### config.mk
export PLATFORM = sky130hd
export DESIGN_NAME = fu_issue_ctrl
export DESIGN_NICKNAME = d
export VERILOG_FILES = /design/src/rtl/fu_pkg.sv /design/src/rtl/fu_req_fifo.sv /design/src/rtl/fu_issue_ctrl.sv
export SDC_FILE = /design/constraint.sdc
export NUM_CORES = 1
export LEC_CHECK = 0
export CAP_MARGIN = 25
export CORE_MARGIN = 2
export CORE_UTILIZATION = 45
export DETAILED_ROUTE_END_ITERATION = 7
export PLACE_DENSITY_LB_ADDON = 0.15
export SYNTH_ARGS = -nofsm -noshare
export SYNTH_HDL_FRONTEND = slang
export SYNTH_SLANG_ARGS = --single-unit
### constraint.sdc
create_clock -name clk -period 4.75 [get_ports clk]
set_input_delay 0.95 -clock clk [delete_from_list [all_inputs] [get_ports clk]]
set_output_delay 0.95 -clock clk [all_outputs]
set_load 0.05 [all_outputs]
### src/rtl/fu_pkg.sv
// Shared types for the functional-unit issue path: opcodes, issue FSM states and request payload.
package fu_pkg;

  localparam int unsigned FU_DATA_W = 64;
  localparam int unsigned FU_OPC_W  = 5;
  localparam int unsigned FU_TAG_W  = 4;

  typedef logic [FU_OPC_W-1:0] fu_opcode_t;

  // Opcodes understood by the FPU (0x00-0x0F) and the vector unit (0x10-0x1F)
  localparam fu_opcode_t FU_OP_FADD = 5'h00;
  localparam fu_opcode_t FU_OP_FMUL = 5'h01;
  localparam fu_opcode_t FU_OP_FDIV = 5'h02;
  localparam fu_opcode_t FU_OP_VADD = 5'h10;
  localparam fu_opcode_t FU_OP_VMUL = 5'h11;

  typedef enum logic [1:0] {
    IDLE = 2'd0,
    WAIT = 2'd1,
    RESP = 2'd2
  } fu_issue_state_e;

  typedef struct packed {
    logic [FU_DATA_W-1:0] op_a;
    logic [FU_DATA_W-1:0] op_b;
    fu_opcode_t           opcode;
    logic [FU_TAG_W-1:0]  tag;
  } fu_req_t;

  function automatic logic [31:0] fu_sat_inc(input logic [31:0] v);
    return (v == 32'hFFFF_FFFF) ? v : v + 32'd1;
  endfunction

endpackage

### src/rtl/fu_req_fifo.sv
// DEPTH-entry synchronous request FIFO; full flag is registered so it never sees a same-cycle pop.
module fu_req_fifo
  import fu_pkg::*;
#(
  parameter int unsigned DEPTH = 4
) (
  input  logic                     clk,
  input  logic                     rst_n,
  input  logic                     push_i,
  input  fu_req_t                  wdata_i,
  input  logic                     pop_i,
  output fu_req_t                  rdata_o,
  output logic                     full_o,
  output logic [$clog2(DEPTH):0]   count_o
);

  localparam int unsigned PTR_W = $clog2(DEPTH);
  localparam int unsigned CNT_W = PTR_W + 1;

  fu_req_t            mem_q [DEPTH];
  logic [PTR_W-1:0]   wr_ptr_q, rd_ptr_q;
  logic [CNT_W-1:0]   count_q, count_d;
  logic               full_q;
  logic               do_push, do_pop;

  assign do_push = push_i & ~full_q;
  assign do_pop  = pop_i & (count_q != '0);
  assign count_d = count_q + CNT_W'(do_push) - CNT_W'(do_pop);

  always_ff @(posedge clk or negedge rst_n) begin
    if (!rst_n) begin
      wr_ptr_q <= '0;
      rd_ptr_q <= '0;
      count_q  <= '0;
      full_q   <= 1'b0;
    end else begin
      if (do_push) wr_ptr_q <= wr_ptr_q + PTR_W'(1);
      if (do_pop)  rd_ptr_q <= rd_ptr_q + PTR_W'(1);
      count_q <= count_d;
      full_q  <= (count_d == CNT_W'(DEPTH));
    end
  end

  // Payload storage needs no reset; count gates every read
  always_ff @(posedge clk) begin
    if (do_push) mem_q[wr_ptr_q] <= wdata_i;
  end

  assign rdata_o = mem_q[rd_ptr_q];
  assign full_o  = full_q;
  assign count_o = count_q;

endmodule

### src/rtl/fu_issue_ctrl.sv
// Issues buffered operand requests one at a time to an FPU/vector unit and returns tagged results.
// Optional FU_ISSUE_PERF_EN adds saturating issue/timeout counters.
module fu_issue_ctrl
  import fu_pkg::*;
#(
  parameter int unsigned DEPTH   = 4,
  parameter int unsigned TAG_W   = FU_TAG_W,
  parameter int unsigned TIMEOUT = 16
) (
  input  logic              clk,
  input  logic              rst_n,
  input  logic              req_valid,
  output logic              req_ready,
  input  logic [63:0]       req_op_a,
  input  logic [63:0]       req_op_b,
  input  logic [4:0]        req_opcode,
  input  logic [TAG_W-1:0]  req_tag,
  output logic              fu_req,
  output logic [63:0]       fu_op_a,
  output logic [63:0]       fu_op_b,
  output logic [4:0]        fu_opcode,
  input  logic [63:0]       fu_result,
  input  logic              fu_valid,
  output logic              rsp_valid,
  input  logic              rsp_ready,
  output logic [63:0]       rsp_result,
  output logic [TAG_W-1:0]  rsp_tag,
  output logic              rsp_timeout
`ifdef FU_ISSUE_PERF_EN
 ,output logic [31:0]       perf_issued,
  output logic [31:0]       perf_timeouts
`endif
);

  localparam int unsigned CNT_W   = $clog2(TIMEOUT) + 1;
  localparam int unsigned FCNT_W  = $clog2(DEPTH) + 1;
  localparam logic [CNT_W-1:0] TO_LAST = CNT_W'(TIMEOUT - 1);

  fu_issue_state_e   state_q, state_d;
  fu_req_t           fifo_wdata, fifo_rdata;
  logic              fifo_push, fifo_pop, fifo_full;
  logic [FCNT_W-1:0] fifo_cnt;
  logic              timeout_c;

  logic [63:0]       op_a_q, op_a_d, op_b_q, op_b_d, result_q, result_d;
  logic [4:0]        opcode_q, opcode_d;
  logic [TAG_W-1:0]  tag_q, tag_d;
  logic [CNT_W-1:0]  wait_cnt_q, wait_cnt_d;
  logic              fu_req_q, fu_req_d, rsp_valid_q, rsp_valid_d, rsp_to_q, rsp_to_d;

  assign fifo_push  = req_valid & ~fifo_full;
  assign fifo_wdata = '{op_a: req_op_a, op_b: req_op_b, opcode: req_opcode,
                        tag: FU_TAG_W'(req_tag)};

  fu_req_fifo #(.DEPTH(DEPTH)) u_fifo (
    .clk     (clk),
    .rst_n   (rst_n),
    .push_i  (fifo_push),
    .wdata_i (fifo_wdata),
    .pop_i   (fifo_pop),
    .rdata_o (fifo_rdata),
    .full_o  (fifo_full),
    .count_o (fifo_cnt)
  );

  always_ff @(posedge clk or negedge rst_n) begin
    if (!rst_n) state_q <= IDLE;
    else        state_q <= state_d;
  end

  // A unit result in the last counted cycle still beats the timeout
  always_comb begin
    state_d = state_q;
    case (state_q)
      IDLE:    if (fifo_cnt != '0) state_d = WAIT;
      WAIT:    if (fu_valid || (wait_cnt_q == TO_LAST)) state_d = RESP;
      RESP:    if (rsp_ready) state_d = IDLE;
      default: state_d = IDLE;
    endcase
  end

  always_comb begin
    op_a_d     = op_a_q;
    op_b_d     = op_b_q;
    opcode_d   = opcode_q;
    tag_d      = tag_q;
    result_d   = result_q;
    rsp_to_d   = rsp_to_q;
    wait_cnt_d = wait_cnt_q;
    fifo_pop   = 1'b0;
    timeout_c  = 1'b0;
    case (state_q)
      IDLE: begin
        if (state_d == WAIT) begin
          fifo_pop   = 1'b1;
          op_a_d     = fifo_rdata.op_a;
          op_b_d     = fifo_rdata.op_b;
          opcode_d   = fifo_rdata.opcode;
          tag_d      = TAG_W'(fifo_rdata.tag);
          wait_cnt_d = '0;
        end
      end
      WAIT: begin
        if (fu_valid) begin
          result_d = fu_result;
          rsp_to_d = 1'b0;
        end else if (wait_cnt_q == TO_LAST) begin
          result_d  = '0;
          rsp_to_d  = 1'b1;
          timeout_c = 1'b1;
        end else begin
          wait_cnt_d = wait_cnt_q + CNT_W'(1);
        end
      end
      default: ;
    endcase
    fu_req_d    = (state_d == WAIT);
    rsp_valid_d = (state_d == RESP);
  end

  always_ff @(posedge clk or negedge rst_n) begin
    if (!rst_n) begin
      op_a_q      <= '0;
      op_b_q      <= '0;
      opcode_q    <= '0;
      tag_q       <= '0;
      result_q    <= '0;
      rsp_to_q    <= 1'b0;
      wait_cnt_q  <= '0;
      fu_req_q    <= 1'b0;
      rsp_valid_q <= 1'b0;
    end else begin
      op_a_q      <= op_a_d;
      op_b_q      <= op_b_d;
      opcode_q    <= opcode_d;
      tag_q       <= tag_d;
      result_q    <= result_d;
      rsp_to_q    <= rsp_to_d;
      wait_cnt_q  <= wait_cnt_d;
      fu_req_q    <= fu_req_d;
      rsp_valid_q <= rsp_valid_d;
    end
  end

  assign req_ready   = ~fifo_full;
  assign fu_req      = fu_req_q;
  assign fu_op_a     = op_a_q;
  assign fu_op_b     = op_b_q;
  assign fu_opcode   = opcode_q;
  assign rsp_valid   = rsp_valid_q;
  assign rsp_result  = result_q;
  assign rsp_tag     = tag_q;
  assign rsp_timeout = rsp_to_q;

`ifdef FU_ISSUE_PERF_EN
  logic [31:0] perf_issued_q, perf_timeouts_q;

  always_ff @(posedge clk or negedge rst_n) begin
    if (!rst_n) begin
      perf_issued_q   <= '0;
      perf_timeouts_q <= '0;
    end else begin
      if (fifo_pop)  perf_issued_q   <= fu_sat_inc(perf_issued_q);
      if (timeout_c) perf_timeouts_q <= fu_sat_inc(perf_timeouts_q);
    end
  end

  assign perf_issued   = perf_issued_q;
  assign perf_timeouts = perf_timeouts_q;
`endif

endmodule

==> impl_metrics.ini <==
[logic_synthesis]
synth_common_cells = edfxtp_1, dfrtp_1, mux4_2
yosys_warnings = 0
synth_ff_type = edfxtp_1
synthTopCellsByArea = edfxtp_1, dfrtp_1, mux4_2
synth_fp_nets = 1443
syn-cell-area_um2 = 28100
synthCells = 1228
ys_types = 35
synth.most_common_cell = edfxtp_1
ys_seq_elements = 767
yosys.area.top_type = edfxtp_1
ys_seq_area_frac = 0.780
synth.avg_cell_area_um2 = 22.9
yosysTopAreaCellShare = 0.585
async_flop_share = 0.286
synth_edf_count = 548

[global_routing]
grt_max_degree = 105
grt_pass1_vias = 14300
grt_overflow_total = 0
grt_pass1_wl_um = 86100
grt_usage = 0.179
antenna_found_initial = 7

[drt]
wl_per_cell_um = 22.3
drt_first_pass_iters = 4
ant_nets = 0
wl_um = 57700
vias_per_cell = 5.19
num_vias = 13400
drc = 0
drt_iter0_markers = 905

[sta]
setup_tns_ps = 0
setup_ws_ps = 1910
finalHoldViolations = 0
fin_crit_ps = 2840
worstMarginPinSlew_ps = 1010
finalSetupViolCount = 0
rsz0062_at_grt = false
min_period_over_period = 0.598
max_freq_mhz = 352
drv_slew = 0
slew_headroom = 0.322
finClkSkew_ps = 20.7

[placed_design]
port_buffers = 410
place_inst = 2437
place_worst_setup_slack_ps = 1380
place_congestion = 0.732
dp_hpwl_um = 34800

[worst_setup_path]
worst_ep_required_time_ps = 3800
cp-end-kind = primary output
crit_slowest_cell = clkdlybuf4s50_1
crit_chain = clkdlybuf4s50_1
r2r-start = state_q[1]$_DFF_PN0_
path_delay_family = buffers and inverters
critPathKind = flop to primary output
path_buf_inv = 1
worstPathMaxFanout = 2
startpoint = fu_op_b[10]$_DFFE_PN0N_
reg2reg_depth = 4
cp.arrival_ps = 1890
cp.depth = 1
cpPeakStageDelay_ps = 840
start_kind = flop

[clock_network]
clock-sinks = 767
holdBufCountCts = 0
cts_inserted_buffers = 80
htree_levels = 3
cts_tree = yes
clock_path_buffers = 3
worstSkewPairLatency_ps = 610
cts_resized = 0
clk_pin_slew_ps = 60
root_buffer = clkbuf_16
post_cts_buffers = 0

[power_and_ir_drop]
finalPower_uw = 26600
ir_drop_mv = 0.770
powerDensity_nw_per_um2 = 742
power.leakage_uw = 0.0127

[cells_and_area]
final_nets = 1897
stdcell_count = 2585
drive_gt1_frac = 0.242
area_growth_pct = 27.6
fill_cells = 4649

[min_path]
worstHoldPathType = input pin to asynchronous set/reset pin

[floorplan]
die_w_um = 254
start_util = 0.456
die_h_um = 254
ios = 411
rows = 91
die_area_um2 = 64500
core_area_um2 = 61700

[run_status]
status = finished, final reports clean

[flow_run]
drv_cap = 0
## cell families (layout without fill, tap and decap cells)
family / count (synthesis) / after routing / synth area share
simple gates: 22 / 22 / 0.00512
flops: 767 / 767 / 0.780
xor+xnor: 5 / 5 / 0.00156
compound gates: 75 / 75 / 0.0221
fa+ha+maj: 9 / 9 / 0.00427
buf+inv: 74 / 593 / 0.0173
mux: 276 / 276 / 0.169
other cells: 0 / 1 / 0
## cells in the final DEF, fill, tap and decap left out, drive strengths merged, types with 6 or more instances in the layout
| cell type | synthesis | final |
|---|---|---|
| a22o | 64 | 64 |
| buf | 45 | 24 |
| bufinv | 0 | 8 |
| clkbuf | 16 | 105 |
| clkdlybuf4s50 | 0 | 409 |
| clkinv | 0 | 31 |
| dfrtp | 219 | 219 |
| edfxtp | 548 | 548 |
| ha | 8 | 8 |
| inv | 13 | 14 |
| mux2 | 137 | 137 |
| mux4 | 137 | 137 |
| o21ai | 6 | 6 |
## state kept, by name, summed over array words and instances, names as in the netlist, 2 cells and up
name / flops
wait_cnt_q: 5
u_fifo.wr_ptr_q: 2
u_fifo.rd_ptr_q: 2
fu_opcode: 5
u_fifo.count_o: 3
u_fifo.mem_q: 548
state_q: 2
rsp_tag: 4
fu_op_a: 64
fu_op_b: 64
rsp_result: 64
## power breakdown
part           total (uW)  internal [uW]  switching, uW
Combinational       10400           4430           5980
Clock                6210           3740           2480
Sequential           9980           9120            859
Total               26600          17300           9320
## stage by stage
step,instance area [um2],hold slack [ps],utilization
6_report,35900,346,0.581
5_1_grt,35900,399,0.581
4_1_cts,35900,398,0.581
3_5_place_dp,33200,490,0.538
3_3_place_gp,33200,485,0.538
2_1_floorplan,28100,496,-
## final timing paths
path / endpoint / slack, ps
setup / recovery: fu_op_b[10] / 1910
hold reg to reg: rsp_result[31]$_DFFE_PN0P_ / 500
hold / removal: fu_op_a[19]$_DFFE_PN0N_ / 350
min in group clk: rsp_result[31]$_DFFE_PN0P_ / 500
max in group asynchronous: rsp_result[45]$_DFFE_PN0P_ / 3320
setup reg to reg: fu_op_a[58]$_DFFE_PN0N_ / 2000
## area by class of cell
type | count | area [um2] | area share
Tap cell | 837 | 1050 | 0.0292
Sequential cell | 767 | 21900 | 0.612
Timing Repair Buffer | 433 | 4460 | 0.124
Inverter | 13 | 53.8 | 0.00150
Clock inverter | 42 | 410 | 0.0114
Antenna cell | 1 | 2.50 | 0.0000698
Multi-Input combinational cell | 387 | 5720 | 0.159
Clock buffer | 105 | 2230 | 0.0622
## per-layer routing
layer,GRT usage,vias up,part of all wire
met5,0,-,0.0012
met4,0.0561,12,0.023
met3,0.0453,106,0.059
met2,0.295,336,0.50
met1,0.236,7058,0.41
li1,-,5906,-
## worst register-to-register path, cell delays in order (launching register included)
cell     delay [ps]
dfrtp_1         430
or3_1           460
inv_6           480
buf_4           810
mux2_2          450
Power figures use the tool's default switching activity.
